[config.mk]
export PLATFORM = sky130hd
export DESIGN_NAME = merger
export DESIGN_NICKNAME = d
export VERILOG_FILES = /design/src/rtl/merger_pkg.sv /design/src/rtl/merger_out_reg.sv /design/src/rtl/merger.sv
export SDC_FILE = /design/constraint.sdc
export NUM_CORES = 1
export LEC_CHECK = 0
export BUFFER_PORTS_ARGS = -buffer_cell sky130_fd_sc_hd__clkbuf_2
export CAP_MARGIN = 20
export CORE_MARGIN = 10
export CORE_UTILIZATION = 25
export CTS_BUF_LIST = sky130_fd_sc_hd__clkbuf_4 sky130_fd_sc_hd__clkbuf_8 sky130_fd_sc_hd__clkbuf_16
export CTS_CLUSTER_DIAMETER = 200
export DETAILED_ROUTE_END_ITERATION = 7
export GPL_TIMING_DRIVEN = 0
export PLACE_DENSITY = 0.47
export SETUP_SLACK_MARGIN = 0.4
export SLEW_MARGIN = 15
export SYNTH_ARGS = -nofsm -noshare
export SYNTH_HDL_FRONTEND = slang
export SYNTH_SLANG_ARGS = --single-unit
[constraint.sdc]
create_clock -name i_clk -period 3 [get_ports i_clk]
set_input_delay 0.3 -clock i_clk [delete_from_list [all_inputs] [get_ports i_clk]]
set_output_delay 0.3 -clock i_clk [all_outputs]
set_load 0.01 [all_outputs]
[src/rtl/merger_pkg.sv]
// Shared definitions for the two-input streaming merge stage.
// Key width, the reserved run terminator value and the key type live here
// so the top and the output register agree on them.
package merger_pkg;

    localparam int DATA_WIDTH = 32;

    typedef logic [DATA_WIDTH-1:0] key_t;

    // Zero is reserved: it never appears as a real key and closes every run.
    localparam key_t TERMINATOR = '0;

    // True when a head word is the end-of-run marker.
    function automatic logic is_term(input key_t k);
        return (k == TERMINATOR);
    endfunction

endpackage : merger_pkg

[src/rtl/merger_out_reg.sv]
// Output register of the merge stage with valid/ready advance logic.
// The register advances whenever it is empty or the downstream FIFO takes
// the current word; on an advance it either captures a new word or goes
// empty. Writes are suppressed while reset is held low.
module merger_out_reg
    import merger_pkg::*;
(
    input  logic i_clk,
    input  logic i_rst_n,
    input  logic i_load_valid,
    input  key_t i_load_data,
    input  logic i_ready,
    output logic o_adv,
    output logic o_write,
    output key_t o_data
);

    logic valid_q;
    logic valid_d;
    key_t data_q;
    key_t data_d;

    // Advance when nothing is held or the held word leaves this cycle.
    assign o_adv   = (~valid_q) | i_ready;
    assign o_write = valid_q & i_ready & i_rst_n;
    assign o_data  = data_q;

    // Next-state of the output register: load or drain on advance, hold otherwise.
    always_comb begin
        valid_d = valid_q;
        data_d  = data_q;
        if (o_adv) begin
            valid_d = i_load_valid;
            if (i_load_valid) begin
                data_d = i_load_data;
            end else begin
                data_d = data_q;
            end
        end else begin
            valid_d = valid_q;
            data_d  = data_q;
        end
    end

    // Output register state with synchronous active-low reset.
    always_ff @(posedge i_clk) begin
        if (!i_rst_n) begin
            valid_q <= 1'b0;
            data_q  <= TERMINATOR;
        end else begin
            valid_q <= valid_d;
            data_q  <= data_d;
        end
    end

endmodule : merger_out_reg

[src/rtl/merger.sv]
// Two-input streaming merge stage for the sorting datapath.
// Merges pairs of ascending zero-terminated runs from two FWFT FIFOs into
// one ascending run plus a single terminator. Apart from the output
// register the block is stateless: run boundaries come only from
// terminator heads, and when one side sits at its terminator the other
// side drains until both terminators can be popped together.
// Optional build macro MERGER_STATS_EN adds o_run_count, a wrapping count
// of terminators written downstream.
module merger
    import merger_pkg::*;
(
    input  logic                  i_clk,
    input  logic                  i_rst_n,
    input  logic [DATA_WIDTH-1:0] i_fifo_1,
    input  logic                  i_fifo_1_empty,
    input  logic [DATA_WIDTH-1:0] i_fifo_2,
    input  logic                  i_fifo_2_empty,
    input  logic                  i_fifo_out_ready,
    output logic                  o_fifo_1_read,
    output logic                  o_fifo_2_read,
    output logic                  o_out_fifo_write,
    output logic [DATA_WIDTH-1:0] o_data
`ifdef MERGER_STATS_EN
    ,
    output logic [15:0]           o_run_count
`endif
);

    logic adv_s;
    logic pop1_s;
    logic pop2_s;
    logic load_valid_s;
    key_t load_data_s;
    logic a_term_s;
    logic b_term_s;

    assign a_term_s = is_term(i_fifo_1);
    assign b_term_s = is_term(i_fifo_2);

    // Compare/select: pick which head(s) to pop and what to load this cycle.
    always_comb begin
        pop1_s       = 1'b0;
        pop2_s       = 1'b0;
        load_valid_s = 1'b0;
        load_data_s  = TERMINATOR;
        if (i_rst_n && adv_s && !i_fifo_1_empty && !i_fifo_2_empty) begin
            load_valid_s = 1'b1;
            case ({a_term_s, b_term_s})
                2'b00: begin
                    // Ties go to FIFO 1; the FIFO 2 copy follows next decision.
                    if (i_fifo_1 <= i_fifo_2) begin
                        pop1_s      = 1'b1;
                        load_data_s = i_fifo_1;
                    end else begin
                        pop2_s      = 1'b1;
                        load_data_s = i_fifo_2;
                    end
                end
                2'b01: begin
                    // FIFO 2 parked on its terminator: drain FIFO 1.
                    pop1_s      = 1'b1;
                    load_data_s = i_fifo_1;
                end
                2'b10: begin
                    // FIFO 1 parked on its terminator: drain FIFO 2.
                    pop2_s      = 1'b1;
                    load_data_s = i_fifo_2;
                end
                2'b11: begin
                    // Both runs finished: one terminator for the pair.
                    pop1_s      = 1'b1;
                    pop2_s      = 1'b1;
                    load_data_s = TERMINATOR;
                end
                default: begin
                    pop1_s       = 1'b0;
                    pop2_s       = 1'b0;
                    load_valid_s = 1'b0;
                    load_data_s  = TERMINATOR;
                end
            endcase
        end else begin
            pop1_s       = 1'b0;
            pop2_s       = 1'b0;
            load_valid_s = 1'b0;
            load_data_s  = TERMINATOR;
        end
    end

    assign o_fifo_1_read = pop1_s;
    assign o_fifo_2_read = pop2_s;

    merger_out_reg u_out_reg (
        .i_clk        (i_clk),
        .i_rst_n      (i_rst_n),
        .i_load_valid (load_valid_s),
        .i_load_data  (load_data_s),
        .i_ready      (i_fifo_out_ready),
        .o_adv        (adv_s),
        .o_write      (o_out_fifo_write),
        .o_data       (o_data)
    );

`ifdef MERGER_STATS_EN
    logic [15:0] run_count_q;
    logic [15:0] run_count_d;

    // Count terminators actually written downstream; wraps naturally.
    always_comb begin
        run_count_d = run_count_q;
        if (o_out_fifo_write && is_term(o_data)) begin
            run_count_d = run_count_q + 16'd1;
        end else begin
            run_count_d = run_count_q;
        end
    end

    // Run counter register with synchronous active-low reset.
    always_ff @(posedge i_clk) begin
        if (!i_rst_n) begin
            run_count_q <= 16'd0;
        end else begin
            run_count_q <= run_count_d;
        end
    end

    assign o_run_count = run_count_q;
`endif

endmodule : merger

==> key figures, run 1 <==
Global route
  – GR Util met3: 0.02026
  – Met2 usage: 0.2592
  – Initial antenna violation count: 0
  – Gr usage total: 0.1496
  – Busiest grt layer: met2
  – Total gr overflow: 0
  – Largest net degree at the start of global routing: 11
  – First-pass GRT wire length: ~20000 um
  – GRT met1 Usage: 0.1878
  – Vias in the first global route: between 3000 and 4000

Power and ir drop
  – Sequential power share: 0.319
  – Internal Power: approximately 0.99 mW
  – Pwr dens: about 360 nW/um2
  – Switching portion of total power: 0.3349
  – Total power: around 1.5 mW
  – Leak: ~1.8 nW
  – VDD IR max: between 0.15 and 0.2 mV
  – Combinational Power Share: 0.328
  – Sw Pwr: between 0.4 and 0.5 mW
  – Share of power burned in the clock network: 0.353

Critical path
  – CP required: between 2 and 3 ns
  – CP Max Fanout: 3
  – Critical path arrival: 2.28 ns
  – CP endpoint kind: output port
  – Startpoint type of the worst setup path: primary input
  – Setup CP Type: primary input to output port

STA
  – Final setup fails: 0
  – Fin. max-slew vios: 0
  – Worst slew margin: 0.6723
  – Setup Total Neg Slack: 0 ns
  – Max Clk Rate: ~390 MHz
  – Clock skew: 0.01018 ns
  – Slew of the pin with the lowest slew margin: between 0.4 and 0.5 ns
  – RSZ-0062 raised after global routing: no
  – Min cycle time layout: between 2 and 3 ns
  – Final hold vios: 0
  – Hold_ws: slightly above 0.3 ns
  – Final Cycle Share: 0.8612
  – Final WS setup: roughly 0.42 ns

Die
  – Initial Utilization: 0.2559
  – Area of the die: approximately 16000 um2
  – Core Box Area: roughly 11000 um2
  – IO Pins: 104
  – Chip Width: roughly 130 um
  – Core Rows: 39
  – Chip Height: around 130 um

Route
  – Remaining DRCs: 0
  – Wire per inst: around 21 um
  – Vias per cell: 5.540
  – Final ANT Viol Nets: 0
  – 1st-iter DRT viols: roughly 240
  – Total Wirelength: around 13000 um
  – Via count: about 3400
  – 1st-pass router iterations: 5

Logic synthesis
  – Async SR Flop Fraction: 0
  – Count leader, synth: o21ai_0
  – Synthesized cell area: between 2000 and 3000 um2
  – Distinct cells, synth: 42
  – Post-synth top cells: 36 x o21ai_0, 33 x dfxtp_1
  – Leading register cell type out of synthesis: dfxtp_1
  – Post-synth EDFFs: 0
  – Post-synth top area cell: dfxtp_1
  – Share of the synthesized area in the top cell type: 0.2261
  – Area contributors post-synth: dfxtp_1 23%, ha_1 14%, o221ai_1 9.6%
  – Synth Instances: ~350
  – Post-synthesis net count: about 450
  – Mean Syn Cell Area: 8.419 um2
  – Synth Register Bits: 33
  – Warnings from Yosys: 0
  – Post-synthesis sequential area ratio: 0.2261

Clocking
  – Hold_buf cts: 0
  – H-tree levels: 2
  – Clock-pin slew on the worst setup and hold paths: around 0.05 ns
  – CTS tree: yes
  – Root Driver: clkbuf_16
  – CTS max path bufs: 2
  – Clock Latency Late Sink: 0.28 ns
  – CTS Sinks: 33
  – CTS Buf Count: 5

Finish
  – Synthesis-to-finish area growth: 39.87%
  – Share of cells above drive strength 1: 0.3898
  – Layout Nets: ~570
  – N_diodes: 0
  – Finished Core Util: 0.3579
  – Fin area: between 4000 and 5000 um2
  – Layout Cells excl Fill: about 600

Outcome
  – Status: complete, no violations

Placed design
  – Place WS: about 0.22 ns
  – Routability congestion estimate: a little under 0.9
  – Placed inst area: about 3600 um2
  – Post-DP HPWL: 10310 um
  – PortBufs: between 100 and 150
  – Placed cell count: 593

Flow run
  – # Max-Cap Violations: 0

Min path
  – Min-delay worst type: primary input to flop
==> kinds of logic after synthesis <==
family                     share of synthesized area
buffers and inverters                         0.1293
AOI/OAI and AO/OA                             0.3812
DFF                                           0.2261
adders and majority gates                     0.1370
and+or+nand+nor                               0.1263
==> what timing repair did <==
action | in CTS | in global routing
resized for setup | 11 | 40
endpoints found under the hold margin | 0 | 0
pin swaps | 8 | 14
setup buffers | 7 | 7
endpoints found under the setup margin | 2 | 2
==> state kept, by name (all words and copies together) (netlist names) <==
name               count
u_out_reg.o_data      32
u_out_reg.valid_q      1
==> cells in the final DEF (no fill, tap or decap), types with 2 or more instances in the layout <==
cell / count
a21oi_1: 12
a221oi_2: 2
a31oi_1: 32
and2_1: 2
and3_1: 3
buf_2: 5
buf_4: 26
buf_6: 7
clkbuf_1: 9
clkbuf_16: 5
clkbuf_2: 95
clkbuf_4: 2
clkbuf_8: 7
clkinv_2: 2
dfxtp_1: 33
ha_1: 23
ha_4: 9
inv_1: 30
inv_2: 2
nand2_1: 10
nand3_1: 2
nand4_1: 10
nand4_4: 2
nor2_1: 3
nor2_2: 2
nor4_1: 16
o21a_1: 2
o21ai_0: 34
o221ai_1: 32
o31ai_1: 28
o31ai_2: 6
==> worst paths after layout <==
path / slack (ns) / cells after the start / end / from
worst max-delay path: 0.42 / 10 / o_fifo_1_read / i_fifo_2[17]
worst min-delay path: 0.31 / 4 / u_out_reg.valid_q$_SDFFE_PN0N_ / i_fifo_2_empty
worst max register to register: 1.53 / 5 / u_out_reg.o_data[19]$_SDFFE_PN0P_ / u_out_reg.valid_q$_SDFFE_PN0N_
worst min register to register: 0.52 / 2 / u_out_reg.valid_q$_SDFFE_PN0N_ / u_out_reg.valid_q$_SDFFE_PN0N_
==> critical path, cell delays in order <==
cell      delay (ns)
clkbuf_2        0.12
inv_1           0.06
ha_1            0.29
nand4_1         0.21
nor4_4          0.42
nand4_4         0.19
a21boi_4        0.19
o31ai_2         0.18
and2_1          0.18
buf_2           0.14
==> power by group through the flow <==
stage	logic, mW	registers [mW]	clock network, mW
4_1_cts	0.455	0.474	0.531
3_3_place_gp	0.433	0.483	0
5_1_grt	0.536	0.476	0.544
6_report	0.487	0.474	0.525
2_1_floorplan	0.247	0.493	0
3_5_place_dp	0.436	0.483	0
==> final cells by class <==
cell class / count / area [um2]
Fill cell: 1234 / 7332
Sequential cell: 33 / 660.6
Clock buffer: 6 / 132.6
Buffer: 33 / 279.0
Clock inverter: 2 / 10.01
Timing Repair Buffer: 117 / 633.1
Inverter: 32 / 120.1
Tap cell: 143 / 178.9
Multi-Input combinational cell: 249 / 2072
==> metal layers <==
metal | share of wire | wire length (um)
met1 | 0.45 | 5665
met2 | 0.49 | 6225
met3 | 0.051 | 645
met4 | 0.012 | 155
met5 | 0 | 0
Power figures use the tool's default switching activity.
==> run 2: changes to the inputs <==
--- a/config.mk
+++ b/config.mk
@@ -8,12 +8,12 @@
 export BUFFER_PORTS_ARGS = -buffer_cell sky130_fd_sc_hd__clkbuf_2
 export CAP_MARGIN = 20
 export CORE_MARGIN = 10
-export CORE_UTILIZATION = 25
+export CORE_UTILIZATION = 55
 export CTS_BUF_LIST = sky130_fd_sc_hd__clkbuf_4 sky130_fd_sc_hd__clkbuf_8 sky130_fd_sc_hd__clkbuf_16
 export CTS_CLUSTER_DIAMETER = 200
 export DETAILED_ROUTE_END_ITERATION = 7
 export GPL_TIMING_DRIVEN = 0
-export PLACE_DENSITY = 0.47
+export PLACE_DENSITY = 0.88
 export SETUP_SLACK_MARGIN = 0.4
 export SLEW_MARGIN = 15
 export SYNTH_ARGS = -nofsm -noshare
==> run 2 against run 1 <==
  * First-iteration DRC count up 130%
  * Count of clock-buffer cells in the layout unchanged
  * Clock skew about the same
  * Via count up 9.7%
  * Die area down 47%
  * Final area down 2.9%
  * Critical path depth up 2
  * Wire length up 0.16%
  * Clock power down 34%
  * Critical endpoint is now o_fifo_2_read
  * Largest power group is now combinational cells
  * Highest routed layer unchanged
==> key figures, run 2 (synthesized netlist as in run 1, its figures left out) <==
Finish
  – Most common cell after layout, fill and taps aside: clkbuf_2
  – Synthesis-to-finish area growth: 35.80%
  – Share of cells above drive strength 1: 0.3975
  – Max reg flops: 32
  – Finished Core Util: 0.7719
  – Layout Nets: between 500 and 600
  – Leading cell types in the layout, fill and taps excluded: 97 x clkbuf_2, 34 x o21ai_0, 33 x dfxtp_1
  – N_diodes: 0

Min path
  – WHS Endpoint: u_out_reg.valid_q$_SDFFE_PN0N_
  – Hold Path Depth: 4
  – Worst hold start: i_fifo_2_empty
  – Min-delay worst type: primary input to flop

Global route
  – Total gr overflow: 0
  – First-pass GRT wire length: approximately 18000 um
  – Gr usage total: 0.2492
  – Vias in the first global route: 3417
  – Initial antenna violation count: 0
  – Largest net degree at the start of global routing: 11

STA
  – Final setup fails: 0
  – Max Clk Rate: 376.8 MHz
  – Final Cycle Share: 0.8845
  – Min cycle time layout: roughly 2.7 ns
  – RSZ-0062 raised after global routing: yes
  – Slew of the pin with the lowest slew margin: approximately 0.53 ns
  – Fin. max-slew vios: 0
  – Clock skew: between 0.009 and 0.01 ns
  – Worst slew margin: 0.6482
  – Setup Total Neg Slack: 0 ns
  – Final hold vios: 0

Route
  – Final ANT Viol Nets: 0
  – 1st-iter DRT viols: 548
  – Total Wirelength: about 13000 um
  – Met2 WL: slightly below 6000 um
  – 1st-pass router iterations: 6
  – Met1 WL: 4641 um
  – Wire per inst: 23.41 um
  – Via count: 3738
  – Vias per cell: around 7
  – Remaining DRCs: 0
  – Met3 WL: about 1400 um
  – Top sig layer: met4

Die
  – Initial Utilization: 0.5684
  – Area of the die: 8627 um2
  – IO Pins: between 100 and 150
  – Core Rows: 26
  – Core Box Area: about 5100 um2
  – Chip Width: roughly 93 um
  – Chip Height: 92.88 um

Critical path
  – FF-to-FF Start: u_out_reg.valid_q$_SDFFE_PN0N_
  – CP Max Fanout: 10
  – Startpoint type of the worst setup path: primary input
  – CP endpoint kind: output port
  – CP required: between 2 and 3 ns
  – Critical path arrival: 2.35 ns
  – Reg2Reg Setup Slack: approximately 1.4 ns
  – Setup CP Type: primary input to output port
  – Worst reg2reg path depth: 5
  – FF-to-FF End: u_out_reg.o_data[24]$_SDFFE_PN0P_

Clocking
  – H-tree levels: 2
  – Hold_buf cts: 0
  – CTS Sinks: 33
  – Root Driver: clkbuf_8
  – CTS max path bufs: 2
  – CTS Buf Count: 5
  – Clock Latency Late Sink: 0.29 ns
  – CTS tree: yes
  – Clock-pin slew on the worst setup and hold paths: around 0.070 ns

Placed design
  – Post-DP HPWL: ~8900 um
  – PortBufs: 103
  – Routability congestion estimate: about 1.0

Flow run
  – # Max-Cap Violations: 0

Power and ir drop
  – Leak: about 1.8 nW
  – Pwr dens: 335.2 nW/um2
  – VDD IR max: 0.2197 mV

Outcome
  – Status: complete, no violations
run 2: how the worst max path moves through the flow:
stage                          endpoint  slack, ns          from
after floorplan           o_fifo_2_read       0.75   i_fifo_2[1]
after global placement    o_fifo_2_read       0.29  i_fifo_2[30]
after detailed placement  o_fifo_2_read       0.26  i_fifo_2[30]
after CTS                 o_fifo_2_read       0.39  i_fifo_2[20]
after global routing      o_fifo_2_read       0.26   i_fifo_2[1]
final                     o_fifo_2_read       0.35   i_fifo_2[1]
run 2: area by class of cell:
class	instances	area (um2)
inverters	32	120.1
clock buffers	6	76.32
repair buffers	118	635.6
multi-input cells	249	2107
flip-flops and latches	33	660.6
clock inverters	2	10.01
plain buffers	33	270.3
fillers	368	1172
well taps	70	87.58
run 2: routing by layer:
metal	up-vias	global-route usage
met4	0	0.08483
li1	1644	-
met5	-	0
met2	314	0.4077
met3	91	0.06457
met1	1689	0.3083
run 2: critical path, cell delays in order:
cell      delay [ns]
clkbuf_2        0.12
inv_1           0.05
ha_1            0.30
nor2b_1         0.16
o211ai_1        0.13
a2111o_1        0.40
and3_1          0.21
buf_4           0.17
buf_6           0.15
o22ai_2         0.11
o21a_1          0.13
clkbuf_2        0.13
run 2: through the flow:
step | setup slack (ns) | power [mW] | area [um2] | instances | hold slack [ns]
finish | 0.3464 | 1.330 | 3968 | 543 | 0.2884
detailed placement | 0.2644 | 0.9091 | 3525 | 520 | 0.5296
global placement | 0.2888 | 0.8968 | 3525 | 520 | 0.5077
global route | 0.2603 | 1.373 | 3968 | 543 | 0.3136
CTS | 0.3938 | 1.253 | 3716 | 535 | 0.2958
floorplan | 0.7511 | 0.7399 | 2922 | 347 | 0.4383
run 2: what timing repair did:
item,CTS,global route
resized for setup,9,37
pin swaps,6,11
setup buffers,7,8
setup endpoints to repair,2,2
run 2: power by group:
group	leakage [nW]	switching (mW)	total, mW	internal, mW
sequential	0.270	0.0123	0.474	0.462
clock	0.0484	0.178	0.348	0.170
combinational	1.46	0.292	0.508	0.217
